File: config.mk
export PLATFORM = sky130hd
export DESIGN_NAME = ram_loader_flat
export DESIGN_NICKNAME = d
export VERILOG_FILES = /design/src/rtl/ram_loader_pkg.sv /design/src/rtl/ram_loader_if.sv /design/src/rtl/ram_loader_rx_timeout.sv /design/src/rtl/ram_loader.sv /design/src/flat_wrapper.sv
export SDC_FILE = /design/constraint.sdc
export NUM_CORES = 1
export LEC_CHECK = 0
export ABC_AREA = 1
export BUFFER_PORTS_ARGS = -buffer_cell sky130_fd_sc_hd__buf_2
export CAP_MARGIN = 20
export CORE_MARGIN = 1.5
export CORE_UTILIZATION = 55
export DETAILED_ROUTE_END_ITERATION = 16
export PLACE_DENSITY = 0.75
export SLEW_MARGIN = 20
export SYNTH_ARGS = -nofsm -noshare
export SYNTH_HDL_FRONTEND = slang
export SYNTH_SLANG_ARGS = --single-unit
File: constraint.sdc
create_clock -name clk -period 2 [get_ports clk]
set_input_delay 0.1 -clock clk [delete_from_list [all_inputs] [get_ports clk]]
set_output_delay 0.1 -clock clk [all_outputs]
set_load 0.02 [all_outputs]
File: src/rtl/ram_loader_pkg.sv
// ram_loader_pkg: definitions shared by the serial boot loader and its helper
// blocks.
//   state_e                : loader frame-parser states
//   DEFAULT_SYNC_BYTE      : frame start marker
//   DEFAULT_TIMEOUT_CYCLES : idle clocks between bytes before a load aborts
//   csum_add()             : 8-bit modulo-256 checksum accumulate
package ram_loader_pkg;

    typedef enum logic [2:0] {
        ST_IDLE,
        ST_COUNT,
        ST_HI,
        ST_LO,
        ST_CSUM
    } state_e;

    localparam logic [7:0]  DEFAULT_SYNC_BYTE      = 8'hA5;
    localparam int unsigned DEFAULT_TIMEOUT_CYCLES = 1200000;

    function automatic logic [7:0] csum_add(input logic [7:0] acc,
                                            input logic [7:0] data_byte);
        return acc + data_byte;
    endfunction

endpackage

File: src/rtl/ram_loader_if.sv
// ram_loader_if: byte stream in from the UART receiver plus the RAM write
// port driven by the loader.
//   rx_valid / rx_data      : one-cycle byte strobe and received byte
//   w_en / w_addr / w_data  : RAM write port (one-cycle write pulse)
// Modports:
//   master : the loader (consumes bytes, drives the RAM write port)
//   slave  : the surroundings (UART supplies bytes, RAM takes writes)
interface ram_loader_if #(
    parameter int unsigned ADDR_WIDTH = 8,
    parameter int unsigned DATA_WIDTH = 16
);

    logic                  rx_valid;
    logic [7:0]            rx_data;
    logic                  w_en;
    logic [ADDR_WIDTH-1:0] w_addr;
    logic [DATA_WIDTH-1:0] w_data;

    modport master (
        input  rx_valid,
        input  rx_data,
        output w_en,
        output w_addr,
        output w_data
    );

    modport slave (
        output rx_valid,
        output rx_data,
        input  w_en,
        input  w_addr,
        input  w_data
    );

endinterface

File: src/rtl/ram_loader_rx_timeout.sv
// rx_timeout: inactivity down-counter shared by the UART receiver and the
// boot loader.
//   clk    : system clock
//   rst    : synchronous active-high reset
//   clear  : reload the counter (activity seen / not armed); wins over enable
//   enable : count down one per clock
//   expire : high while enabled, not cleared, and the count is exhausted,
//            i.e. CYCLES-1 enabled clocks have passed since the last clear
module rx_timeout #(
    parameter int unsigned CYCLES = 1200000
) (
    input  logic clk,
    input  logic rst,
    input  logic clear,
    input  logic enable,
    output logic expire
);

    localparam int unsigned   CW    = $clog2(CYCLES + 1);
    localparam logic [CW-1:0] LIMIT = CW'(CYCLES - 1);
    localparam logic [CW-1:0] ONE   = CW'(1);

    logic [CW-1:0] count_q, count_d;

    always_comb begin
        count_d = count_q;
        if (clear) begin
            count_d = LIMIT;
        end else if (enable && (count_q != '0)) begin
            count_d = count_q - ONE;
        end
    end

    // Reset to the full count so an enable straight out of reset cannot
    // fire a spurious expire.
    always_ff @(posedge clk) begin
        if (rst) begin
            count_q <= LIMIT;
        end else begin
            count_q <= count_d;
        end
    end

    assign expire = enable && !clear && (count_q == '0);

endmodule

File: src/rtl/ram_loader.sv
// ram_loader: serial-to-memory boot loader feeding the program/data RAM.
// Frame: SYNC_BYTE, word count N (0 means 2^ADDR_WIDTH), N words high byte
// first, then an 8-bit modulo-256 checksum of all data bytes.
//   clk  : system clock, rising edge
//   rst  : synchronous active-high reset
//   bus  : ram_loader_if.master (rx_valid/rx_data in, w_en/w_addr/w_data out)
//   busy : load in progress, holds the CPU in reset
//   done : one-cycle pulse, frame loaded with matching checksum
//   err  : sticky, checksum mismatch or inter-byte timeout; cleared by sync
module ram_loader
    import ram_loader_pkg::*;
#(
    parameter int unsigned ADDR_WIDTH     = 8,
    parameter int unsigned DATA_WIDTH     = 16,
    parameter logic [7:0]  SYNC_BYTE      = DEFAULT_SYNC_BYTE,
    parameter int unsigned TIMEOUT_CYCLES = DEFAULT_TIMEOUT_CYCLES
) (
    input  logic             clk,
    input  logic             rst,
    ram_loader_if.master     bus,
    output logic             busy,
    output logic             done,
    output logic             err
);

    // Word counters carry one extra bit so a full 2^ADDR_WIDTH frame can be
    // counted without the address wrapping.
    localparam logic [ADDR_WIDTH:0] FULL_FRAME = {1'b1, {ADDR_WIDTH{1'b0}}};
    localparam logic [ADDR_WIDTH:0] IDX_ONE    = (ADDR_WIDTH + 1)'(1);

    state_e                state_q, state_d;
    logic [ADDR_WIDTH:0]   total_q, total_d;
    logic [ADDR_WIDTH:0]   idx_q,   idx_d;
    logic [7:0]            hi_q,    hi_d;
    logic [7:0]            csum_q,  csum_d;
    logic                  w_en_q,  w_en_d;
    logic [ADDR_WIDTH-1:0] w_addr_q, w_addr_d;
    logic [DATA_WIDTH-1:0] w_data_q, w_data_d;
    logic                  busy_q,  busy_d;
    logic                  done_q,  done_d;
    logic                  err_q,   err_d;

    logic                  to_clear;
    logic                  to_expire;
    logic [ADDR_WIDTH:0]   idx_next;

    // Timer is held loaded while idle and reloaded on every received byte.
    assign to_clear = bus.rx_valid || !busy_q;

    rx_timeout #(
        .CYCLES (TIMEOUT_CYCLES)
    ) u_timeout (
        .clk    (clk),
        .rst    (rst),
        .clear  (to_clear),
        .enable (busy_q),
        .expire (to_expire)
    );

    assign idx_next = idx_q + IDX_ONE;

    always_comb begin
        state_d  = state_q;
        total_d  = total_q;
        idx_d    = idx_q;
        hi_d     = hi_q;
        csum_d   = csum_q;
        w_en_d   = 1'b0;
        w_addr_d = w_addr_q;
        w_data_d = w_data_q;
        busy_d   = busy_q;
        done_d   = 1'b0;
        err_d    = err_q;

        if (bus.rx_valid) begin
            case (state_q)
                ST_IDLE: begin
                    if (bus.rx_data == SYNC_BYTE) begin
                        state_d = ST_COUNT;
                        busy_d  = 1'b1;
                        err_d   = 1'b0;
                        csum_d  = '0;
                        idx_d   = '0;
                    end
                end
                ST_COUNT: begin
                    total_d = (bus.rx_data == 8'h00) ? FULL_FRAME
                                                     : (ADDR_WIDTH + 1)'(bus.rx_data);
                    state_d = ST_HI;
                end
                ST_HI: begin
                    hi_d    = bus.rx_data;
                    csum_d  = csum_add(csum_q, bus.rx_data);
                    state_d = ST_LO;
                end
                ST_LO: begin
                    csum_d   = csum_add(csum_q, bus.rx_data);
                    w_en_d   = 1'b1;
                    w_addr_d = idx_q[ADDR_WIDTH-1:0];
                    w_data_d = {hi_q, bus.rx_data};
                    idx_d    = idx_next;
                    state_d  = (idx_next == total_q) ? ST_CSUM : ST_HI;
                end
                ST_CSUM: begin
                    state_d = ST_IDLE;
                    busy_d  = 1'b0;
                    if (bus.rx_data == csum_q) begin
                        done_d = 1'b1;
                        err_d  = 1'b0;
                    end else begin
                        err_d  = 1'b1;
                    end
                end
                default: begin
                    state_d = ST_IDLE;
                    busy_d  = 1'b0;
                end
            endcase
        end else if (to_expire) begin
            // Abort the load; words already written stay in RAM.
            state_d = ST_IDLE;
            busy_d  = 1'b0;
            err_d   = 1'b1;
        end
    end

    always_ff @(posedge clk) begin
        if (rst) begin
            state_q  <= ST_IDLE;
            total_q  <= '0;
            idx_q    <= '0;
            hi_q     <= '0;
            csum_q   <= '0;
            w_en_q   <= 1'b0;
            w_addr_q <= '0;
            w_data_q <= '0;
            busy_q   <= 1'b0;
            done_q   <= 1'b0;
            err_q    <= 1'b0;
        end else begin
            state_q  <= state_d;
            total_q  <= total_d;
            idx_q    <= idx_d;
            hi_q     <= hi_d;
            csum_q   <= csum_d;
            w_en_q   <= w_en_d;
            w_addr_q <= w_addr_d;
            w_data_q <= w_data_d;
            busy_q   <= busy_d;
            done_q   <= done_d;
            err_q    <= err_d;
        end
    end

    assign bus.w_en   = w_en_q;
    assign bus.w_addr = w_addr_q;
    assign bus.w_data = w_data_q;
    assign busy       = busy_q;
    assign done       = done_q;
    assign err        = err_q;

endmodule

File: src/flat_wrapper.sv
// flat-port wrapper written by rule: the top's interface ports become plain ports
module ram_loader_flat import ram_loader_pkg::*;
#(
    parameter int unsigned ADDR_WIDTH     = 8,
    parameter int unsigned DATA_WIDTH     = 16,
    parameter logic [7:0]  SYNC_BYTE      = DEFAULT_SYNC_BYTE,
    parameter int unsigned TIMEOUT_CYCLES = DEFAULT_TIMEOUT_CYCLES
)
  (clk, rst, busy, done, err, bus_rx_valid, bus_rx_data, bus_w_en, bus_w_addr, bus_w_data);
  ram_loader_if #(.ADDR_WIDTH(ADDR_WIDTH), .DATA_WIDTH(DATA_WIDTH)) bus_i ();
  input  logic clk;
  input  logic rst;
  output logic busy;
  output logic done;
  output logic err;
  input wire logic [$bits(bus_i.rx_valid)-1:0] bus_rx_valid;
  input wire logic [$bits(bus_i.rx_data)-1:0] bus_rx_data;
  output wire logic [$bits(bus_i.w_en)-1:0] bus_w_en;
  output wire logic [$bits(bus_i.w_addr)-1:0] bus_w_addr;
  output wire logic [$bits(bus_i.w_data)-1:0] bus_w_data;
  assign bus_i.rx_valid = bus_rx_valid;
  assign bus_i.rx_data = bus_rx_data;
  assign bus_w_en = bus_i.w_en;
  assign bus_w_addr = bus_i.w_addr;
  assign bus_w_data = bus_i.w_data;
  ram_loader #(.ADDR_WIDTH(ADDR_WIDTH), .DATA_WIDTH(DATA_WIDTH), .SYNC_BYTE(SYNC_BYTE), .TIMEOUT_CYCLES(TIMEOUT_CYCLES)) u_core (.clk(clk), .rst(rst), .bus(bus_i), .busy(busy), .done(done), .err(err));
endmodule
==> run metrics <==
VDD IR max=479.6 uV; met3 global-route usage=3.956%; pin count of the biggest net entering global routing=48; Starting Density=57.67%; Post-CTS Repair Setup Buffers=0; MaxCap Viol Count=0; port buffer count=38; status=finished clean; clock slew at reported path FFs=0.10 ns; startpoint types=register; vias per cell=5.427; CTS tree=done; fin area=4780 sq um; share of cells above drive strength 1=16.90%; Die Ht=90.68 um; Commonest cells post-synth=nand2_1 (142), dfxtp_1 (86), a21oi_1 (72); count leader, synth=nand2_1; worst-path maximum fanout=2; Hold Slack=0.04076 ns; top cells by area, synth=dfxtp_1 (41%), nand2_1 (13%), a21oi_1 (8.5%); Routed wire per std cell=13.31 um; P&R area growth vs syn=13.05%; final design utilization=65.20%; Yosys warning total=0; RSZ-0062 raised after global routing=no; routed via count=4070; first-pass GRT wire length=17.14 mm; Netlist Area Pre-Place=4228 sq um; grt total ovfl=0; max-slew violations=0; synthesized area per cell=7.011 sq um; number of global-route vias before repair=3913; Rel. slew slack=71.63%; syn nets=624; worst min path class=in2reg; Final Critical Period=1.821 ns; Detail Route Antenna Nets=0; Global Route met1 Usage=32.38%; Worst Max-Slew Pin Slew=0.4252 ns; asr flop ratio synth=0%; routability cong.=0.9031; EDFF count, synth=0; clk buf depth=2; chip width=90.68 um; Finish-stage setup viols=0; clk sink count=86; Fin. Hold Viols=0; Top Usage Layer GRT=met2; placed cell area=4548 sq um; drt drc=0; I/O pins=39; fin nets=667; area of the core=7331 sq um; H-tree depth=3; share of the synthesized area in the top cell type=40.72%; CP Capture Type=register; synthesized flop and latch total=86; Post-Syn Instances=603; TritonRoute pass-1 iters=5; gr usage total=25.62%; fin crit share=91.07%; Max Fclk=0.5490 GHz; final WL=9.980 mm; sequential-to-total area share from yosys stat=40.72%; Worst Path Required=2.31 ns; number of inserted diodes=0; Detailed Place HPWL=7.198 mm; Final Skew=0.01293 ns; root buffer cell=clkbuf_8; met2 usage=43.17%; Starting DRT DRC Count=209; crit path DAT=2.13 ns; Pleak=2.073 nW; Pwr Density=786.4 nW/um^2; Num CTS Buffers=9; top_reg_cell synth=dfxtp_1; initial antenna violation count=0; Die ar.=8222 sq um; Yosys top cell by area=dfxtp_1; synth unique cells=41; # rows=31; CP Class=reg2reg; clk_lat worst skew=0.37 ns; final setup TNS=0 ns
per-layer routing:
layer  vias to the layer above  wire length [um]
met3                        20               411
li1                       2054                 -
met1                      1893              4618
met5                         -                 0
met2                       103              4757
met4                         0               192
area by class of cell:
type	count	area, sq um
clock buffers	9	123.9
clock inverters	7	78.83
fillers	642	2551
inverters	76	290.3
multi-input cells	424	2153
flip-flops and latches	86	1722
well taps	99	123.9
repair buffers	49	287.8
registers in the layout, indices dropped and copies added (netlist names), 3 cells and up:
signal	cells
u_core.bus.w_addr	8
u_core.bus.w_data	16
u_core.csum_q	8
u_core.hi_q	8
u_core.idx_q	9
u_core.state_q	3
u_core.total_q	9
u_core.u_timeout.count_q	21
timing repair:
| item | CTS | global route |
|---|---|---|
| hold buffers | 1 | 0 |
| setup endpoints to repair | 0 | 2 |
| hold endpoints to repair | 1 | 0 |
| gates resized for setup | 0 | 8 |
layout by cell type, fill, tap and decap left out, types with 2 or more instances in the layout:
cell	count
a21oi_1	72
a31oi_1	2
and3_1	2
buf_2	38
buf_4	9
clkbuf_8	9
clkinv_4	2
dfxtp_1	86
ha_1	9
inv_1	65
inv_2	9
inv_4	2
inv_6	3
nand2_1	141
nand2_2	6
nand2_4	3
nand3_1	41
nand3b_1	2
nand4_1	6
nor2_1	46
nor2_2	8
nor2_4	7
nor3_1	6
nor4_1	5
o21ai_0	42
o21ai_2	4
or2_1	2
or2_2	3
xor2_1	2
through the flow:
step | setup slack, ns | std cells | total power [mW]
floorplan | 0.2674 | 603 | 2.326
global placement | 0.1731 | 733 | 2.478
detailed placement | 0.08197 | 733 | 2.492
CTS | 0.06666 | 750 | 3.760
global route | 0.02443 | 750 | 3.920
finish | 0.1787 | 750 | 3.759
cell families (layout without fill, tap and decap cells):
| kind of cell | Yosys count | after routing | synth area share (%) |
|---|---|---|---|
| flops | 86 | 86 | 40.72 |
| compound gates | 130 | 130 | 16.43 |
| buf+inv | 93 | 141 | 8.789 |
| fa+ha+maj | 10 | 10 | 3.137 |
| simple gates | 281 | 281 | 30.30 |
| xor+xnor | 3 | 3 | 0.6216 |
critical path: stages, from the launching register on:
cell	delay, ns
dfxtp_1	0.36
ha_1	0.17
inv_1	0.06
fa_2	0.35
nor2_2	0.13
o21ai_2	0.07
a21oi_1	0.18
o21ai_1	0.08
nand2_1	0.08
or2_2	0.10
nand3_1	0.05
a21oi_1	0.13
final timing paths:
kind | slack [ns] | endpoint | startpoint | cells after the start
max | 0.18 | u_core.csum_q[6]$_SDFFE_PP0P_ | u_core.csum_q[0]$_SDFFE_PP0P_ | 11
max reg2reg | 0.18 | u_core.csum_q[6]$_SDFFE_PP0P_ | u_core.csum_q[0]$_SDFFE_PP0P_ | 11
min reg2reg | 0.46 | u_core.bus.w_data[11]$_SDFFE_PP0P_ | u_core.hi_q[3]$_SDFFE_PP0P_ | 2
min | 0.04 | u_core.bus.w_data[3]$_SDFFE_PP0P_ | bus_rx_data[3] | 3
power by group:
part	switching, mW	internal, mW
combinational	0.413	0.188
sequential	0.0678	1.81
clock	0.692	0.593
Power figures use the tool's default switching activity.
